### src/rtl/multdiv_pkg.sv
// Shared definitions for the multdiv issue controller: FSM encoding,
// exception codes, register indices and the busy decode.
package multdiv_pkg;

   localparam logic [2:0] ST_IDLE  = 3'd0;
   localparam logic [2:0] ST_START = 3'd1;
   localparam logic [2:0] ST_BLANK = 3'd2;
   localparam logic [2:0] ST_WAIT  = 3'd3;
   localparam logic [2:0] ST_WB    = 3'd4;
   localparam logic [2:0] ST_DRAIN = 3'd5;

   localparam logic [31:0] EXC_CODE_MUL = 32'd4;
   localparam logic [31:0] EXC_CODE_DIV = 32'd5;

   localparam logic [4:0] REG_ZERO    = 5'd0;
   localparam logic [4:0] REG_RSTATUS = 5'd30;

   localparam int WD_WIDTH = 7;

   // An op owns its destination register from the start pulse until writeback completes.
   function automatic logic is_busy(input logic [2:0] st);
      return (st == ST_START) || (st == ST_BLANK) || (st == ST_WAIT) || (st == ST_WB);
   endfunction

endpackage

### src/rtl/multdiv_watchdog.sv
// Cycle counter bounding how long the controller waits on multdiv.
// Clear has priority over enable; terminal is a decode of the current count.
module multdiv_watchdog
   import multdiv_pkg::*;
#(
   parameter int WIDTH    = WD_WIDTH,
   parameter int TERMINAL = 63
) (
   input  logic clock,
   input  logic ctrl_reset_n,
   input  logic clear,
   input  logic enable,
   output logic terminal
);

   localparam logic [WIDTH-1:0] TC = WIDTH'(TERMINAL);

   logic [WIDTH-1:0] cnt_q, cnt_d;

   always_comb begin
      cnt_d = cnt_q;
      if (clear) begin
         cnt_d = '0;
      end else if (enable) begin
         cnt_d = cnt_q + WIDTH'(1);
      end
   end

   // NOTE: state flops use non-blocking assignment so every flop samples pre-edge values.
   always_ff @(posedge clock or negedge ctrl_reset_n) begin
      if (!ctrl_reset_n) begin
         cnt_q <= '0;
      end else begin
         cnt_q <= cnt_d;
      end
   end

   assign terminal = (cnt_q == TC);

endmodule

### src/rtl/multdiv_issue_ctrl.sv
// Issues one MULT/DIV at a time to the shared multdiv unit, waits for its
// result under a watchdog, and presents it on a held writeback handshake.
module multdiv_issue_ctrl
   import multdiv_pkg::*;
#(
   parameter int          TIMEOUT_CYCLES = 64,
   parameter logic [4:0]  EXC_REG        = REG_RSTATUS
) (
   input  logic        clock,
   input  logic        ctrl_reset_n,
   input  logic        issue_valid,
   input  logic        issue_is_div,
   input  logic [31:0] issue_a,
   input  logic [31:0] issue_b,
   input  logic [4:0]  issue_rd,
   output logic        issue_ready,
   input  logic        flush,
   input  logic [4:0]  src1_rd,
   input  logic [4:0]  src2_rd,
   output logic        hazard_stall,
   output logic [31:0] md_operandA,
   output logic [31:0] md_operandB,
   output logic        md_ctrl_MULT,
   output logic        md_ctrl_DIV,
   input  logic [31:0] md_result,
   input  logic        md_exception,
   input  logic        md_resultRDY,
   output logic        wb_valid,
   output logic [4:0]  wb_rd,
   output logic [31:0] wb_data,
   output logic        wb_exception,
   input  logic        wb_ready
);

   logic [2:0]  state_q, state_d;
   logic [31:0] a_q, a_d, b_q, b_d;
   logic [4:0]  rd_q, rd_d;
   logic        is_div_q, is_div_d;
   logic        drain_new_q, drain_new_d;
   logic [4:0]  wb_rd_q, wb_rd_d;
   logic [31:0] wb_data_q, wb_data_d;
   logic        wb_exc_q, wb_exc_d;
   logic        wd_clear, wd_enable, wd_tc;

   multdiv_watchdog #(
      .WIDTH    (WD_WIDTH),
      .TERMINAL (TIMEOUT_CYCLES - 1)
   ) u_watchdog (
      .clock        (clock),
      .ctrl_reset_n (ctrl_reset_n),
      .clear        (wd_clear),
      .enable       (wd_enable),
      .terminal     (wd_tc)
   );

   // NOTE: every signal written here gets a default first so no latch is inferred.
   always_comb begin
      state_d     = state_q;
      a_d         = a_q;
      b_d         = b_q;
      rd_d        = rd_q;
      is_div_d    = is_div_q;
      drain_new_d = 1'b0;
      wb_rd_d     = wb_rd_q;
      wb_data_d   = wb_data_q;
      wb_exc_d    = wb_exc_q;
      wd_clear    = 1'b0;
      wd_enable   = 1'b0;

      case (state_q)
         ST_IDLE: begin
            if (issue_valid && !flush) begin
               a_d      = issue_a;
               b_d      = issue_b;
               rd_d     = issue_rd;
               is_div_d = issue_is_div;
               state_d  = ST_START;
            end
         end
         ST_START: begin
            wd_clear = 1'b1;
            if (flush) begin
               drain_new_d = 1'b1;
               state_d     = ST_DRAIN;
            end else begin
               state_d = ST_BLANK;
            end
         end
         ST_BLANK: begin
            if (flush) begin
               wd_clear    = 1'b1;
               drain_new_d = 1'b1;
               state_d     = ST_DRAIN;
            end else begin
               state_d = ST_WAIT;
            end
         end
         ST_WAIT: begin
            wd_enable = 1'b1;
            if (flush) begin
               // A result arriving with the flush leaves nothing in flight to drain.
               if (md_resultRDY) begin
                  state_d = ST_IDLE;
               end else begin
                  wd_clear    = 1'b1;
                  drain_new_d = 1'b1;
                  state_d     = ST_DRAIN;
               end
            end else if (md_resultRDY && !md_exception) begin
               wb_rd_d   = rd_q;
               wb_data_d = md_result;
               wb_exc_d  = 1'b0;
               state_d   = ST_WB;
            end else if (md_resultRDY || wd_tc) begin
               wb_rd_d   = EXC_REG;
               wb_data_d = is_div_q ? EXC_CODE_DIV : EXC_CODE_MUL;
               wb_exc_d  = 1'b1;
               state_d   = ST_WB;
            end
         end
         ST_WB: begin
            if (wb_ready) begin
               state_d = ST_IDLE;
            end
         end
         ST_DRAIN: begin
            wd_enable = 1'b1;
            // Ready in the entry cycle may be multdiv's stale registered flag.
            if ((md_resultRDY && !drain_new_q) || wd_tc) begin
               state_d = ST_IDLE;
            end
         end
         default: begin
            state_d = ST_IDLE;
         end
      endcase
   end

   always_ff @(posedge clock or negedge ctrl_reset_n) begin
      if (!ctrl_reset_n) begin
         state_q     <= ST_IDLE;
         a_q         <= '0;
         b_q         <= '0;
         rd_q        <= '0;
         is_div_q    <= 1'b0;
         drain_new_q <= 1'b0;
         wb_rd_q     <= '0;
         wb_data_q   <= '0;
         wb_exc_q    <= 1'b0;
      end else begin
         state_q     <= state_d;
         a_q         <= a_d;
         b_q         <= b_d;
         rd_q        <= rd_d;
         is_div_q    <= is_div_d;
         drain_new_q <= drain_new_d;
         wb_rd_q     <= wb_rd_d;
         wb_data_q   <= wb_data_d;
         wb_exc_q    <= wb_exc_d;
      end
   end

   assign issue_ready  = (state_q == ST_IDLE);
   assign md_ctrl_MULT = (state_q == ST_START) && !is_div_q;
   assign md_ctrl_DIV  = (state_q == ST_START) && is_div_q;
   assign md_operandA  = a_q;
   assign md_operandB  = b_q;
   assign wb_valid     = (state_q == ST_WB);
   assign wb_rd        = wb_rd_q;
   assign wb_data      = wb_data_q;
   assign wb_exception = wb_exc_q;
   assign hazard_stall = is_busy(state_q) && (rd_q != REG_ZERO) &&
                         ((src1_rd == rd_q) || (src2_rd == rd_q));

endmodule
### config.mk
export PLATFORM = sky130hd
export DESIGN_NAME = multdiv_issue_ctrl
export DESIGN_NICKNAME = d
export VERILOG_FILES = /design/src/rtl/multdiv_pkg.sv /design/src/rtl/multdiv_watchdog.sv /design/src/rtl/multdiv_issue_ctrl.sv
export SDC_FILE = /design/constraint.sdc
export NUM_CORES = 1
export LEC_CHECK = 0
export ABC_CLOCK_PERIOD_IN_PS = 1800
export CAP_MARGIN = 10
export CORE_MARGIN = 4
export CORE_UTILIZATION = 37
export CTS_BUF_LIST = sky130_fd_sc_hd__clkbuf_16
export CTS_CLUSTER_DIAMETER = 120
export DETAILED_ROUTE_END_ITERATION = 7
export PLACE_DENSITY = 0.82
export SYNTH_ARGS = -nofsm -noshare
export SYNTH_HDL_FRONTEND = slang
export SYNTH_SLANG_ARGS = --single-unit
### constraint.sdc
create_clock -name clock -period 1.8 [get_ports clock]
set_clock_uncertainty 0.15 [all_clocks]
set_input_delay 0.36 -clock clock [delete_from_list [all_inputs] [get_ports clock]]
set_output_delay 0.36 -clock clock [all_outputs]
set_load 0.01 [all_outputs]
### Yosys cells after proc, flatten, opt, wreduce, memory -nomap -nowiden

Cells that the tools add are included.
W data, S select, Z words.

| word-level totals | value |
|---|---|
| register bits | 119 |
| input port bits | 119 |
| output and inout port bits | 107 |
| logic and storage cells | 75 |

| cells by class | value |
|---|---|
| add/subtract/negate cells | 1 |
| equality and inequality tests | 12 |
| mux-type cells | 25 |
| bitwise logic cells | 1 |
| reduce and logical (&&, ||, !) cells | 26 |

Operator list:

| operator | number |
|---|---|
| $mux W32 | 2 |
| $mux W3 | 9 |
| $pmux W3 S6 | 1 |
| $mux W7 | 2 |
| $eq A5 B5 Y1 | 2 |
| $mux W5 | 2 |
| $add A7 B1 Y7 const B | 1 |
| $eq A7 B6 Y1 const B | 1 |
| $logic_and A1 B1 Y1 | 7 |
| $mux W1 | 7 |
| $eq A3 B2 Y1 const B | 2 |
| $eq A3 B3 Y1 const B | 2 |
| $logic_or A1 B1 Y1 | 6 |
| $reduce_bool A5 Y1 | 1 |
| $logic_not A1 Y1 | 4 |
| $ne A2 B1 Y1 const B | 2 |
| $ne A4 B4 Y1 const B | 1 |
| $reduce_and A4 Y1 | 1 |
| $reduce_bool A2 Y1 | 2 |
| $reduce_or A2 Y1 | 2 |
| $eq A3 B1 Y1 const B | 1 |
| $logic_not A3 Y1 | 1 |
| $pmux W1 S3 | 1 |
| $reduce_and A3 Y1 | 1 |
| 4 further kinds | 4 |

### Logic depth before layout (Yosys ltp)

Gate-level depths: netlist of run 1.

| depth | value |
|---|---|
| depth after elaboration | 6 |
| depth in mapped cells | 6 |
| gate-level depth less buffers | 5 |

### By module

From an unflattened synthesis of run 1, not the netlist that was laid out.

| second synthesis, totals | value |
|---|---|
| cells, all modules | 331 |
| area, all modules | 4730.8 sq um |

Modules (own cells, without submodules):

| module | instances | cells an instance | area an instance (sq um) | sequential area each (sq um) |
|---|---|---|---|---|
| multdiv_issue_ctrl | 1 | 301 | 4406.7 | 2802.7 |
| multdiv_watchdog | 1 | 30 | 324.1 | 175.2 |

### Worst setup path after synthesis of run 1

OpenSTA, ideal clock, no wires.

| timing | value |
|---|---|
| path type | flip-flop to flip-flop |
| start | reg u_watchdog.cnt_q[0] |
| end | reg wb_data_q[0] (netlist: wb_data[0]) |
| library setup time | 125 ps |
| arrival time | 1460 ps |
| required time | 1525 ps |
| path slack | 66 ps |
| cell stages (with the launch flop) | 7 |
| path buffers | 1 |
| period minus slack after synthesis | 1734 ps |
| cells stage by stage | dfrtp_1 ha_1 and2_1 a31oi_2 nor2b_1 buf_2 mux2_2 |

| on the way | value |
|---|---|
| word-level cells in the longest chain between the ends | 4 |

RTL lines:

| element | line | RTL |
|---|---|---|
| start, declared | multdiv_watchdog.sv:18 | `logic [WIDTH-1:0] cnt_q, cnt_d;` |
| start signal, assigned | multdiv_watchdog.sv:34 | `cnt_q <= cnt_d;` |
| $eq A7 B6 Y1 | multdiv_watchdog.sv:38 | `assign terminal = (cnt_q == TC);` |
| $logic_or A1 B1 Y1 | multdiv_issue_ctrl.sv:114 | `end else if (md_resultRDY \|\| wd_tc) begin` |
| $reduce_bool A2 Y1 (no line) | -- |  |
| $reduce_and A3 Y1 (no line) | -- |  |
| end signal, assigned | multdiv_issue_ctrl.sv:158 | `wb_data_q <= wb_data_d;` |
| end, declared | multdiv_issue_ctrl.sv:41 | `logic [31:0] wb_data_q, wb_data_d;` |

Every way passes these cells.
A chain may end at the register's enable or synchronous reset.

### Worst setup path after layout of run 1

| timing | value |
|---|---|
| start | reg rd_q[2] |
| end | out hazard_stall |

| on the way | value |
|---|---|
| word-level cells in the longest chain between the ends | 3 |
| elaborated cells on any way between the ends | 6 |
| classes of those cells | 2 x eq/ne; 4 x reduce/logical |

RTL lines:

| element | line | RTL |
|---|---|---|
| start, declared | multdiv_issue_ctrl.sv:37 | `logic [4:0] rd_q, rd_d;` |
| start signal, assigned | multdiv_issue_ctrl.sv:154 | `rd_q <= rd_d;` |
| $eq A5 B5 Y1 / $reduce_bool A5 Y1 (equally long branches) | multdiv_issue_ctrl.sv:173, multdiv_issue_ctrl.sv:172 |  |
| $logic_or A1 B1 Y1 / $logic_and A1 B1 Y1 (equally long branches) | multdiv_issue_ctrl.sv:173, multdiv_issue_ctrl.sv:172 |  |
| $logic_and A1 B1 Y1 * | multdiv_issue_ctrl.sv:172 | `assign hazard_stall = is_busy(state_q) && (rd_q != REG_ZERO) &&` |
| end, declared | multdiv_issue_ctrl.sv:20 | `output logic hazard_stall,` |

Every way passes the cells marked *; elsewhere a longest branch is shown, timed or not.

==> load_flow_metrics.sql, run 1 <==
INSERT INTO impl_metrics (metric_group, metric, value, unit) VALUES
('status', 'run_status', 'complete, but fails checks', ''),
('status', 'violations', 'setup timing', ''),
('logic_synthesis', 'synth_area_leaders', 'sky130_fd_sc_hd__dfrtp_1 61%, sky130_fd_sc_hd__mux2_2 15%, sky130_fd_sc_hd__a22o_1 5.6%', ''),
('global_routing', 'grt_pass1_wl', '23270', 'um'),
('timing', 'fin_crit', '2.220', 'ns'),
('finish', 'final.fill_count', '960', ''),
('setup_path', 'setup.worst_path.start_class', 'flip-flop', ''),
('logic_synthesis', 'synth_seq_cells', '119', ''),
('logic_synthesis', 'synthAdderAreaFrac', '0.2579', '%'),
('placed_design', 'hpwl', '10130', 'um'),
('logic_synthesis', 'post_synth_num_cell_types', '41', ''),
('global_routing', 'first_global_vias', '4457', ''),
('power', 'power.sequential.fraction', '33.9', '%'),
('power', 'power_leakage', '3.988', 'nW'),
('route', 'vias_per_cell', '4.843', ''),
('finish', 'antenna_cells_inserted', '0', ''),
('logic_synthesis', 'synth_enable_flop_cells', '0', ''),
('logic_synthesis', 'synth_largest_type_area_fraction', '61.37', '%'),
('finish', 'fraction_of_layout_instances_using_a_drive_strength_above_1', '29.48', '%'),
('global_routing', 'grt.total_usage', '20.26', '%'),
('timing', 'worst-slew-pin-transition', '0.3733', 'ns'),
('logic_synthesis', 'synth.area.mux_share', '16.71', '%'),
('logic_synthesis', 'synth_top_area_cell', 'sky130_fd_sc_hd__dfrtp_1', ''),
('floorplan', 'rows', '41', ''),
('power', 'power.ir.vdd_worst', '0.8623', 'mV'),
('logic_synthesis', 'synth_fp_nets', '454', ''),
('floorplan', 'effective_utilization_at_floorplan', '38.14', '%'),
('setup_path', 'timing.critical_path.to_type', 'primary output', ''),
('timing', 'setup_ws', '-0.4199', 'ns'),
('logic_synthesis', 'post_synth_inst_count', '334', ''),
('timing', 'holdWs', '0.1941', 'ns'),
('floorplan', 'die_h', '122.5', 'um'),
('global_routing', 'initial_antenna_violation_count', '0', ''),
('setup_path', 'path_class', 'flip-flop to primary output', ''),
('timing', 'timing.final.setup_violations', '5', ''),
('placed_design', 'place_area', '7502', 'um^2'),
('power', 'p_int', '0.009159', 'W'),
('logic_synthesis', 'ys.flop_type', 'sky130_fd_sc_hd__dfrtp_1', ''),
('setup_path', 'worst-endpoint-arrival', '1.71', 'ns'),
('setup_path', 'timing.critical_path.fanout_max', '4', ''),
('power', 'p_sw', '0.004117', 'W'),
('logic_synthesis', 'synthArstFlopShare', '100.0', '%'),
('logic_synthesis', 'synth-simple-area-share', '5.931', '%'),
('cts', 'worstSkewPairLatency', '0.40', 'ns'),
('route', 'drc', '0', ''),
('cts', 'clockRootBuffer', 'sky130_fd_sc_hd__clkbuf_16', ''),
('setup_path', 'beginning_of_the_critical_path', 'rd_q[2]', ''),
('logic_synthesis', 'synth_most_common_cell', 'sky130_fd_sc_hd__dfrtp_1', ''),
('floorplan', 'die_area', '15010', 'um^2'),
('cts', 'cts_sinks', '119', ''),
('timing', 'maxSlewHeadroom', '75.11', '%'),
('placed_design', 'globalplace.congestion', '0.8478', ''),
('power', 'switching_power_share_of_the_total', '31.01', '%'),
('floorplan', 'fp.dieW', '122.5', 'um'),
('route', 'drt.antenna.violating_nets', '0', ''),
('finish', 'area_delta_synth_final', '75.14', '%'),
('cts', 'cts_tree', 'done', ''),
('logic_synthesis', 'area_share_of_xor_xnor_cells_in_the_synthesized_design', '3.069', '%'),
('global_routing', 'grt_start_max_net_pins', '68', ''),
('cts', 'cts-buffers-inserted', '17', ''),
('finish', 'layout.cell_area.non_filler', '8498', 'um^2'),
('global_routing', 'globalRoute.totalOverflow', '0', ''),
('route', 'avg_wl_per_cell', '18.50', 'um'),
('route', 'detail_route.iter0.violations', '117', ''),
('logic_synthesis', 'synth_top_family_by_area', 'multiplexers', ''),
('cts', 'max-clock-path-buffers', '2', ''),
('timing', 'max_slew_violation_count', '0', ''),
('timing', 'min_period_over_period', '123.3', '%'),
('timing', 'report.final.hold_viol_count', '0', ''),
('logic_synthesis', 'post_synth_most_frequent_cells', '119 x sky130_fd_sc_hd__dfrtp_1, 65 x sky130_fd_sc_hd__mux2_2, 31 x sky130_fd_sc_hd__a22o_1, 12 x sky130_fd_sc_hd__xor2_1, 11 x sky130_fd_sc_hd__buf_2', ''),
('flow_run', 'cap_violations', '0', '');
==> cell type report <==
class / count / area share [%]
Tap cell: 172 / 2.532
Inverter: 3 / 0.1325
Timing Repair Buffer: 286 / 33.23
Clock buffer: 17 / 5.006
Multi-Input combinational cell: 191 / 21.86
Sequential cell: 119 / 35.04
Clock inverter: 15 / 2.194
==> power groups by stage <==
stage               clock (W)  sequential (W)  combinational, W
floorplan                   0         0.00499           0.00180
global placement            0         0.00449           0.00546
detailed placement          0         0.00458           0.00558
CTS                   0.00353         0.00451           0.00532
global route          0.00365         0.00467           0.00574
finish                0.00346         0.00451           0.00531
==> metrics by stage <==
step                util, %  cells  setup TNS, ns
detailed placement    58.97    746         -31.15
finish                66.80    803        -0.6419
floorplan                 -    334              0
CTS                   66.15    801         -1.157
global route          66.80    803         -4.320
global placement      58.97    746         -28.99
==> worst paths after layout <==
kind / end / cells after the start
worst max-delay path: hazard_stall / 4
worst min-delay path: md_operandB[31] / 2
worst max register to register: rd_q[2] / 6
worst min register to register: wb_rd[4] / 1
max in group asynchronous: md_operandB[11] / 3
min in group clock: wb_rd[4] / 1
==> worst max-delay path, stage by stage (launching register included) <==
cell and delay (ns):
sky130_fd_sc_hd__dfrtp_1 0.43, sky130_fd_sc_hd__or4_4 0.55, sky130_fd_sc_hd__o22ai_2 0.12, sky130_fd_sc_hd__a21oi_2 0.06, sky130_fd_sc_hd__buf_2 0.15
==> cell families (layout without fill, tap and decap cells) <==
group                    after synthesis  after routing
flip-flops                           119            119
adder cells (fa/ha/maj)                1              1
XOR/XNOR                              17             17
buffers and inverters                 24            321
AO/OA/AOI/OAI                         54             54
AND/OR/NAND/NOR                       47             47
multiplexers                          72             72
==> flip-flops by register name, summed over array words and instances, names as in the netlist <==
register and flops:
drain_new_q 1, is_div_q 1, md_operandA 32, md_operandB 32, rd_q 5, state_q 3
u_watchdog.cnt_q 7, wb_data 32, wb_exception 1, wb_rd 5
==> per-layer routing <==
layer | share of wire (%) | GRT usage, %
met1 | 37 | 22.21
met2 | 52 | 35.49
met3 | 9.0 | 7.327
met4 | 2.4 | 8.397
met5 | 0 | 0
==> placed cells by master (no fill, tap or decap), types with 7 or more instances in the layout <==
| cell type | n |
|---|---|
| sky130_fd_sc_hd__dfrtp_1 | 119 |
| sky130_fd_sc_hd__buf_6 | 14 |
| sky130_fd_sc_hd__clkbuf_16 | 18 |
| sky130_fd_sc_hd__mux2_2 | 64 |
| sky130_fd_sc_hd__mux2_1 | 7 |
| sky130_fd_sc_hd__buf_4 | 37 |
| sky130_fd_sc_hd__clkdlybuf4s50_1 | 117 |
| sky130_fd_sc_hd__a22o_1 | 31 |
| sky130_fd_sc_hd__nor2_1 | 8 |
| sky130_fd_sc_hd__xor2_1 | 11 |
| sky130_fd_sc_hd__dlygate4sd2_1 | 101 |
==> timing repair <==
item	in CTS	in global routing
buffers inserted	17	4
setup endpoints to repair	214	114
hold endpoints to repair	119	0
gates resized for setup	156	20
cloned	6	1
pin swaps	16	14
hold buffers	1	0
Power figures use the tool's default switching activity.
==> inputs of run 2 (changes only) <==
Settings changed: CAP_MARGIN 10 to default.
==> results of run 2 <==
The final DEF is identical to that of run 1; final timing and power are the same.
==> inputs of run 3 (changes only) <==
Settings changed: TNS_END_PERCENT from default to 10.
==> run 3 against run 2 <==
  * The flow still finishes with violations (setup timing)
  * Sequential power barely moved
  * Register-to-register slack worse by 0.03 ns
  * First-iteration DRC count up 12%
  * Clock-buffer cell count stayed put
  * Cell count down 1.5%
  * Critical path depth did not move
  * Combinational power fell by 3%
  * Critical path type unchanged
==> load_flow_metrics.sql, run 3 (same netlist as run 1, synthesis figures left out) <==
INSERT INTO impl_metrics (metric_group, metric, value, unit) VALUES
('cts', 'worstSkewPairLatency', '0.40', 'ns'),
('cts', 'cts_sinks', '119', ''),
('setup_path', 'worstPathRequired', '1.29', 'ns'),
('setup_path', 'worst-endpoint-arrival', '1.71', 'ns'),
('global_routing', 'grt_start_max_net_pins', '68', ''),
('global_routing', 'grt.total_usage', '19.28', '%'),
('global_routing', 'grt_pass1_wl', '22230', 'um'),
('finish', 'fraction_of_layout_instances_using_a_drive_strength_above_1', '27.46', '%'),
('floorplan', 'die_area', '15010', 'um^2'),
('cts', 'cts-buffers-inserted', '17', ''),
('timing', 'holdWs', '0.1953', 'ns'),
('power', 'power.share.combinational', '39.2', '%'),
('timing', 'min_period_over_period', '123.3', '%'),
('route', 'detail_route.iter0.violations', '131', ''),
('hold_path', 'hold_class', 'input pin to asynchronous set/reset pin', ''),
('timing', 'max_slew_violation_count', '0', ''),
('setup_path', 'timing.critical_path.fanout_max', '4', ''),
('power', 'switching_power_share_of_the_total', '30.73', '%'),
('floorplan', 'die_h', '122.5', 'um'),
('route', 'vias_per_cell', '4.827', ''),
('placed_design', 'portBuffers', '225', ''),
('flow_run', 'cap_violations', '0', ''),
('setup_path', 'setup.worst_path.start_class', 'flip-flop', ''),
('route', 'route.vias.total', '3818', ''),
('floorplan', 'top_level_ports', '226', ''),
('global_routing', 'globalRoute.totalOverflow', '0', ''),
('power', 'p_sw', '0.004024', 'W'),
('floorplan', 'core-area', '12720', 'um^2'),
('cts', 'worst_setup_hold_path_clk_slew', '0.05', 'ns'),
('power', 'power.sequential.fraction', '34.5', '%'),
('route', 'drt.antenna.violating_nets', '0', ''),
('setup_path', 'timing.critical_path.to_type', 'primary output', ''),
('timing', 'rsz0062_at_grt', 'true', ''),
('timing', 'fmax', '450.7', 'MHz'),
('power', 'power_leakage', '3.928', 'nW'),
('cts', 'max-clock-path-buffers', '2', ''),
('floorplan', 'rows', '41', ''),
('cts', 'cts-htree-levels', '4', ''),
('global_routing', 'first_global_vias', '4307', ''),
('timing', 'fin_crit', '2.219', 'ns'),
('status', 'violations', 'setup timing', ''),
('cts', 'clockRootBuffer', 'sky130_fd_sc_hd__clkbuf_16', ''),
('route', 'drt-pass1-iter-count', '6', ''),
('floorplan', 'effective_utilization_at_floorplan', '38.14', '%'),
('cts', 'cts_tree', 'done', ''),
('finish', 'layout_commonest_cell', 'sky130_fd_sc_hd__dfrtp_1', ''),
('status', 'run_status', 'complete, but fails checks', ''),
('placed_design', 'hpwl', '10130', 'um'),
('power', 'power_density', '1578', 'nW/um^2'),
('power', 'clock_power_share', '26.4', '%'),
('route', 'avg_wl_per_cell', '17.92', 'um'),
('timing', 'timing.final.setup_violations', '9', ''),
('finish', 'area_delta_synth_final', '71.02', '%'),
('finish', 'antenna_cells_inserted', '0', ''),
('timing', 'worst-slew-pin-transition', '0.3562', 'ns'),
('setup_path', 'path_class', 'flip-flop to primary output', ''),
('finish', 'final.fill_count', '1003', ''),
('power', 'power.ir.vdd_worst', '0.8622', 'mV'),
('finish', 'finish.net_count', '726', ''),
('placed_design', 'preCtsSetupSlack', '-0.7631', 'ns'),
('floorplan', 'fp.dieW', '122.5', 'um'),
('timing', 'report.final.hold_viol_count', '0', ''),
('route', 'drt_wl_total', '14170', 'um'),
('placed_design', 'globalplace.congestion', '0.8478', ''),
('route', 'drc', '0', ''),
('timing', 'setup_ws', '-0.4189', 'ns'),
('timing', 'maxSlewHeadroom', '76.25', '%'),
('global_routing', 'initial_antenna_violation_count', '0', ''),
('power', 'p_int', '0.009072', 'W'),
('finish', 'mostFrequentLayoutCells', '118 x sky130_fd_sc_hd__dfrtp_1, 117 x sky130_fd_sc_hd__clkdlybuf4s50_1, 101 x sky130_fd_sc_hd__dlygate4sd2_1', '');
run 3: per-layer routing:
metal  routed length (um)  up-vias  part of all wire, %  global-route usage, %
met4                  320        0                  2.3                  7.278
met5                    0        -                    0                      0
met1                 5381     1859                   38                  21.27
met3                 1229       24                  8.7                  7.097
li1                     -     1769                    -                      -
met2                 7240      166                   51                  33.87
run 3: metrics by stage:
stage / cells / power (W) / setup TNS (ns) / utilization [%] / area, um^2
after floorplan: 334 / 0.006789 / 0 / - / 4852
after global placement: 746 / 0.009951 / -28.99 / 58.97 / 7502
after detailed placement: 746 / 0.01016 / -31.15 / 58.97 / 7502
after CTS: 791 / 0.01322 / -1.156 / 64.87 / 8253
after global routing: 791 / 0.01389 / -5.026 / 65.22 / 8298
final: 791 / 0.01310 / -0.7154 / 65.22 / 8298
run 3: what timing repair did:
item                       CTS  global route
setup buffers               10             1
hold buffers                 1             0
hold endpoints to repair   119             0
pin swaps                    8             6
gates cloned                 3             1
resized for setup          145            12
setup endpoints to repair  214           111
run 3: worst paths after layout:
kind,from,endpoint,slack [ns],cells past startpoint
worst min-delay path,ctrl_reset_n,md_operandB[31],0.20,2
min in group clock,wb_rd[4],wb_rd[4],0.33,1
worst max-delay path,rd_q[2],hazard_stall,-0.42,4
max in group asynchronous,ctrl_reset_n,wb_data[27],0.73,3
worst max register to register,state_q[1],wb_data[31],-0.02,8
worst min register to register,wb_rd[4],wb_rd[4],0.33,1
run 3: final cells by class:
cell class / count / area, um^2 / share of cell area [%]
clock inverters: 15 / 186.4 / 2.247
inverters: 3 / 11.26 / 0.1357
repair buffers: 274 / 2664 / 32.10
well taps: 172 / 215.2 / 2.593
flip-flops and latches: 119 / 2979 / 35.90
clock buffers: 17 / 425.4 / 5.127
multi-input cells: 191 / 1817 / 21.89
run 3: worst max-delay path, stage by stage (launching register included):
cell	delay (ns)
sky130_fd_sc_hd__dfrtp_1	0.43
sky130_fd_sc_hd__or4_4	0.55
sky130_fd_sc_hd__o22ai_2	0.12
sky130_fd_sc_hd__a21oi_2	0.06
sky130_fd_sc_hd__buf_2	0.15
run 3: power by group through the flow:
| stage | sequential [W] | combinational [W] | clock, W |
|---|---|---|---|
| 4_1_cts | 0.00451 | 0.00519 | 0.00353 |
| 3_5_place_dp | 0.00458 | 0.00558 | 0 |
| 2_1_floorplan | 0.00499 | 0.00180 | 0 |
| 6_report | 0.00451 | 0.00513 | 0.00345 |
| 5_1_grt | 0.00468 | 0.00555 | 0.00366 |
| 3_3_place_gp | 0.00449 | 0.00546 | 0 |
